<file path="config.mk">
export PLATFORM = sky130hd
export DESIGN_NAME = data_mem_responder
export DESIGN_NICKNAME = d
export VERILOG_FILES = /design/src/rtl/data_mem_responder.sv
export SDC_FILE = /design/constraint.sdc
export NUM_CORES = 2
export LEC_CHECK = 0
export ABC_CLOCK_PERIOD_IN_PS = 8200
export CAP_MARGIN = 20
export CORE_ASPECT_RATIO = 1.25
export CORE_MARGIN = 2
export CORE_UTILIZATION = 26
export DETAILED_ROUTE_END_ITERATION = 12
export PLACE_DENSITY = 0.48
export SKIP_CTS_REPAIR_TIMING = 1
export SLEW_MARGIN = 20
export SYNTH_ARGS = -nofsm -noshare
export SYNTH_HDL_FRONTEND = slang
export SYNTH_SLANG_ARGS = --single-unit
export TNS_END_PERCENT = 10
</file>
<file path="constraint.sdc">
create_clock -name clk -period 8.2 [get_ports clk]
set_input_delay 0.82 -clock clk [delete_from_list [all_inputs] [get_ports clk]]
set_output_delay 0.82 -clock clk [all_outputs]
set_load 0.05 [all_outputs]
</file>
<file path="src/rtl/data_mem_responder.sv">
// Multi-cycle data memory target: accepts one request, stalls for LATENCY edges,
// then completes it with a one-cycle done pulse and registered read data.
module data_mem_responder #(
    parameter int DEPTH_LOG2 = 8,
    parameter int LATENCY    = 2
) (
    input  logic        clk,
    input  logic        rst,
    input  logic        enable,
    input  logic        wr,
    input  logic [15:0] addr,
    input  logic [15:0] data_in,
    output logic [15:0] data_out,
    output logic        stall,
    output logic        done,
    output logic        err
);

    localparam int          WORDS   = 2 ** DEPTH_LOG2;
    localparam logic [3:0]  LAT_CNT = 4'(LATENCY);

    typedef enum logic [1:0] {
        IDLE,
        BUSY,
        RESP
    } state_t;

    state_t                state_q;
    logic [3:0]            count_q;
    logic                  wr_q;
    logic [DEPTH_LOG2:0]   addr_q;
    logic [15:0]           data_q;
    logic [15:0]           data_out_q;
    logic                  err_q;
    logic [15:0]           mem_q [WORDS];

    logic                  acceptReq;
    logic                  accessNow;
    logic                  misaligned;
    logic [DEPTH_LOG2-1:0] wordIdx;
    logic                  unused_addr_bits;

    // Upper address bits only alias the array, so they are deliberately dropped.
    assign unused_addr_bits = ^addr[15:DEPTH_LOG2+1];

    assign acceptReq  = enable && ((state_q == IDLE) || (state_q == RESP));
    assign accessNow  = (state_q == BUSY) && (count_q == 4'd1);
    assign misaligned = addr_q[0];
    assign wordIdx    = addr_q[DEPTH_LOG2:1];

    always_ff @(posedge clk or negedge rst) begin
        if (!rst) begin
            state_q    <= IDLE;
            count_q    <= 4'd0;
            wr_q       <= 1'b0;
            addr_q     <= '0;
            data_q     <= 16'd0;
            data_out_q <= 16'd0;
            err_q      <= 1'b0;
        end else begin
            if (acceptReq) begin
                wr_q    <= wr;
                addr_q  <= addr[DEPTH_LOG2:0];
                data_q  <= data_in;
                count_q <= LAT_CNT;
                state_q <= BUSY;
            end
            case (state_q)
                IDLE: begin
                end
                BUSY: begin
                    count_q <= count_q - 4'd1;
                    if (count_q == 4'd1) begin
                        state_q <= RESP;
                        err_q   <= misaligned;
                        if (!misaligned && !wr_q) begin
                            data_out_q <= mem_q[wordIdx];
                        end
                    end
                end
                RESP: begin
                    err_q <= 1'b0;
                    if (!enable) begin
                        state_q <= IDLE;
                    end
                end
                default: begin
                    state_q <= IDLE;
                end
            endcase
        end
    end

    // The array keeps its contents across reset; a reset simply leaves BUSY before
    // the access edge, so an interrupted write never lands.
    always_ff @(posedge clk) begin
        if (accessNow && wr_q && !misaligned) begin
            mem_q[wordIdx] <= data_q;
        end
    end

    assign data_out = data_out_q;
    assign stall    = (state_q == BUSY);
    assign done     = (state_q == RESP);
    assign err      = err_q;

endmodule

</file>
## Word-level counts from Yosys, hierarchy flattened

Memory sizes are Yosys's and may differ from the RTL's. A register that Yosys moved wholly into a read port is not among the register bits.
Index checks and enable logic that the tools add are counted.
Widths: inputs -> output; s select.

| cells by class | value |
|---|---|
| reduce and logical (&&, ||, !) cells | 14 |
| multiplexer cells | 10 |
| $add $sub $neg | 1 |
| equality and inequality tests | 4 |

Operator list:

| cell | count |
|---|---|
| $mux 4 | 2 |
| $mux 2 | 3 |
| $pmux 2 s3 | 1 |
| $logic_and 1x1->1 | 5 |
| $eq 4x1->1 const B | 1 |
| $reduce_bool 2->1 | 2 |
| $sub 4x1->4 const B | 1 |
| $logic_not 1->1 | 3 |
| $mux 1 | 3 |
| $reduce_and 3->1 | 1 |
| $eq 2x1->1 const B | 1 |
| $eq 2x2->1 const B | 1 |
| $logic_not 2->1 | 1 |
| $ne 2x1->1 const B | 1 |
| $pmux 1 s2 | 1 |
| $reduce_and 2->1 | 1 |
| $logic_or 1x1->1 | 1 |

| word-level totals | value |
|---|---|
| memory bits (writable) | 4096 |
| register bits after elaboration | 33 |
| logic and storage cells | 36 |
| memories kept | 1 |
| input port bits | 36 |

Memory list:

| name | words | width | read ports | clocked after Yosys merged registers in | write ports | RTL line | source |
|---|---|---|---|---|---|---|---|
| mem_q | 256 | 16 | 1 | 1 | 1 | 35 | `logic [15:0] mem_q [WORDS];` |

## Depth between registers and ports, before layout

| logic depth | value |
|---|---|
| word-level depth | 6 |
| depth in mapped cells | 13 |
| mapped depth without buffers | 9 |

## Worst setup path after synthesis

OpenSTA, ideal clock, no wires.

| timing | value |
|---|---|
| path type | register to register |
| start point | reg data_q[0] |
| end point | mem mem_q[0][0], data pin |
| arrival time | 3183 ps |
| path slack | 4213 ps |
| clock period less this slack | 3987 ps |
| data required time | 7396 ps |
| stages on the path, launching flop included | 1 |
| cells stage by stage | dfrtp_1 |

RTL lines:

| element | RTL line | source |
|---|---|---|
| from (decl) | 32 | `logic [15:0] data_q;` |
| from (signal assigned) | 64 | `data_q <= data_in;` |
| to (decl) | 35 |  |

No word-level cell before the write port.

## Worst setup path after layout

| timing | value |
|---|---|
| start point | reg count_q[1] |
| end point | mem mem_q[154][0], enable pin |

| on the way | value |
|---|---|
| word-level cells in the longest chain between the ends | 6 |

RTL lines:

| element | RTL line | source |
|---|---|---|
| from (decl) | 29 | `logic [3:0] count_q;` |
| from (signal assigned) | 72 | `count_q <= count_q - 4'd1;` |
| $eq 4x1->1 | 47 | `assign accessNow = (state_q == BUSY) && (count_q == 4'd1);` |
| $logic_and 1x1->1 | 47 |  |
| $logic_and 1x1->1 (2 in a row) | 97 | `if (accessNow && wr_q && !misaligned) begin` |
| $mux 1 | 97 |  |
| $mux 1 (not written as such) | 98 | `mem_q[wordIdx] <= data_q;` |

No other way between the ends.

==> flow_metrics.env <==
export IMPL_grt_pass1_wl_um=646000
export IMPL_hold_violations=0
export IMPL_rows=322
export IMPL_root_buffer="clkbuf_16"
export IMPL_finalWorstPathRequiredPeriod_ps=5410
export IMPL_crit_family="simple AND/OR/NAND/NOR gates"
export IMPL_worstPathRequired_ps=8780
export IMPL_instances_no_fill=16100
export IMPL_grt_max_degree=204
export IMPL_p_leak_nw=56.1
export IMPL_synth_top_area_share_pct=76.8
export IMPL_path_clk_slew_ps=70
export IMPL_final_max_slew_viol_count=0
export IMPL_layout_commonest_cell="edfxtp_1"
export IMPL_max_cap_violations=0
export IMPL_drc_errors=0
export IMPL_outcome="complete, no violations"
export IMPL_critPathMostFrequentCell="nand2_1"
export IMPL_place_inst=15400
export IMPL_seq_area_frac_synth_pct=77.6
export IMPL_setup_viol=0
export IMPL_grt_ovfl_total=0
export IMPL_syn_area_sq_mm=0.160
export IMPL_multiInputGateArea_sq_mm=0.0339
export IMPL_post_dp_cell_area_sq_mm=0.172
export IMPL_power_density_mw_per_mm2=350
export IMPL_ys_ff_latch=4145
export IMPL_fin_ws_ps=2790
export IMPL_grt_usage_pct=14.6
export IMPL_cts_max_path_buffers=4
export IMPL_slew_headroom_pct=22.2
export IMPL_crit_chain="inv_1 -> ha_1 -> nor3b_1 -> nand2_1 -> nor2_1 -> nand2_1 -> nor3_2 -> nand2_1 -> nor2_2"
export IMPL_startpoint_type="flop"
export IMPL_skew_ps=72.5
export IMPL_critPathCaptureType="flop"
export IMPL_dp_hpwl_um=286000
export IMPL_synthArstFlopShare_pct=1.18
export IMPL_cts_tree="yes"
export IMPL_ioPinCount=55
export IMPL_rsz0062_at_grt="false"
export IMPL_detail_route_antenna_nets=0
export IMPL_hp_class="in2async"
export IMPL_worstMarginPinSlew_ps=1160
export IMPL_final_nets=7725
export IMPL_avgViaCountPerCell=4.79
export IMPL_htree_levels=5
export IMPL_netlist_instances=7296
export IMPL_wl_um=468000
export IMPL_post_route_period_util_pct=66.0
export IMPL_irDropWorstVdd_mv=0.287
export IMPL_worstSkewPairLatency_ps=1030
export IMPL_drt_pre_antenna_iters=6
export IMPL_layout_common_cells="edfxtp_1 (4096), mux4_2 (947), clkbuf_16 (405)"
export IMPL_area_growth_pct=15.4
export IMPL_fmax_mhz=185
export IMPL_antenna_found_initial=27
export IMPL_wl_per_cell_um=29.0
export IMPL_synth_edf_count=4096
export IMPL_cp_max_fo=16
export IMPL_timing_hold_ws_ps=289
export IMPL_critical_path_class="reg2reg"
export IMPL_ff_latch_area_sq_mm=0.124
export IMPL_ys_top_cells_by_area="edfxtp_1 (77%), mux4_2 (13%), mux2i_1 (2.1%), dfrtp_1 (0.77%), nor2_1 (0.73%)"
export IMPL_first_global_vias=79400
export IMPL_dp_slack_ps=2690
export IMPL_initial_core_util_pct=26.1
export IMPL_portBuffers=47
export IMPL_dieArea_sq_mm=0.622
export IMPL_nFillCells=59000
export IMPL_cts_num_sinks=4145
export IMPL_layout_drive_gt1_share_pct=26.9
export IMPL_syn_num_nets=7334
export IMPL_path_buf_inv=1
export IMPL_yosysUniqueCellTypes=70
export IMPL_ys_warnings_count=0
export IMPL_core_sq_mm=0.614
export IMPL_drt_iter0_drc=7964
export IMPL_final_area_sq_mm=0.185
export IMPL_yosys_most_used_dff="edfxtp_1"
export IMPL_arrival_ps=5990
export IMPL_slowest_delay_ps=1120
export IMPL_die_w_um=706
export IMPL_num_vias=77200
export IMPL_synth_largest_area_cell="edfxtp_1"
export IMPL_cts_buffers_inserted=398
export IMPL_fin_tns_setup_ps=0
export IMPL_place_gp_congestion=0.821
export IMPL_syn_area_per_cell_sq_um=22.0
export IMPL_chipHeight_um=881
export IMPL_slowest_stage="nor2_2"
worst reg2reg max path, stage by stage (launching register included):
cell and delay, ps:
dfrtp_1 410, inv_1 100, ha_1 150, nor3b_1 320, nand2_1 150, nor2_1 470, nand2_1 470, nor3_2 950
nand2_1 860, nor2_2 1120
cells by family (layout without fill, tap and decap cells):
family / Yosys count / in the layout / share of synthesized area [%]
adder cells (fa/ha/maj): 2 / 2 / 0.0156
other: 0 / 16 / 0
flip-flops: 4145 / 4145 / 77.6
multiplexers: 1361 / 1361 / 16.1
buffers and inverters: 437 / 1150 / 1.78
AND/OR/NAND/NOR: 745 / 745 / 2.00
AO/OA/AOI/OAI: 606 / 606 / 2.57
stage by stage:
| stage | power [mW] | utilization, % |
|---|---|---|
| detailed placement | 47.1 | 27.9 |
| CTS | 65.4 | 30.0 |
| floorplan | 39.1 | - |
| global route | 66.8 | 30.1 |
| finish | 64.7 | 30.1 |
| global placement | 46.7 | 27.9 |
synthesized netlist by cell type (all sizes together), types with 11 or more instances:
cell type and n:
clkbuf 106, nor2b 17, nand2 257, a21oi 110, nand3 56, buf 313
a22oi 102, a221oi 51, mux4 958, nor4 11, edfxtp 4096, a211oi 17
o21ai 114, dfrtp 49, mux2 71, nor3 22, a32oi 15, o221ai 11
a2111oi 13, o22ai 72, o2111ai 11, a31oi 14, inv 17, nor2 312
mux2i 332, o211ai 17, nand4 27, a22o 21
report_power, final:
part / switching, mW / internal (mW) / total [mW]
logic: 12.8 / 6.31 / 19.1
clock network: 8.08 / 10.2 / 18.3
registers: 1.07 / 26.3 / 27.4
total: 21.9 / 42.8 / 64.7
state kept, by name, summed over array words and instances (netlist names):
name / count
mem_q: 4096
data_out: 16
data_q: 16
addr_q: 9
count_q: 4
state_q: 2
err: 1
wr_q: 1
area by class of cell:
class	count	area share, %
clock buffers	491	5.67
inverters	18	0.0447
flip-flops and latches	4145	67.3
multi-input cells	2714	18.3
clock inverters	231	1.22
repair buffers	410	1.95
well taps	8100	5.48
diodes	16	0.0217
layer usage:
layer  wire [um]  up-vias  track usage [%]
li1            -    31500                -
met1      187000    42600             18.4
met2      239000     2440             25.9
met3       24900      570             2.12
met4       16800        0             4.79
met5           0        -                0
worst paths after layout:
kind                       slack [ps]       endpoint        start  cells past startpoint
max                              2790  mem_q[154][0]   count_q[1]                      9
min                               290     data_q[12]          rst                      2
max reg2reg                      2790  mem_q[154][0]   count_q[1]                      9
min reg2reg                       510     count_q[3]   count_q[3]                      1
max in group asynchronous        6830      addr_q[1]          rst                      3
min in group clk                  330     data_q[10]  data_in[10]                      3
No activity file was read; power rests on OpenSTA's default activity.
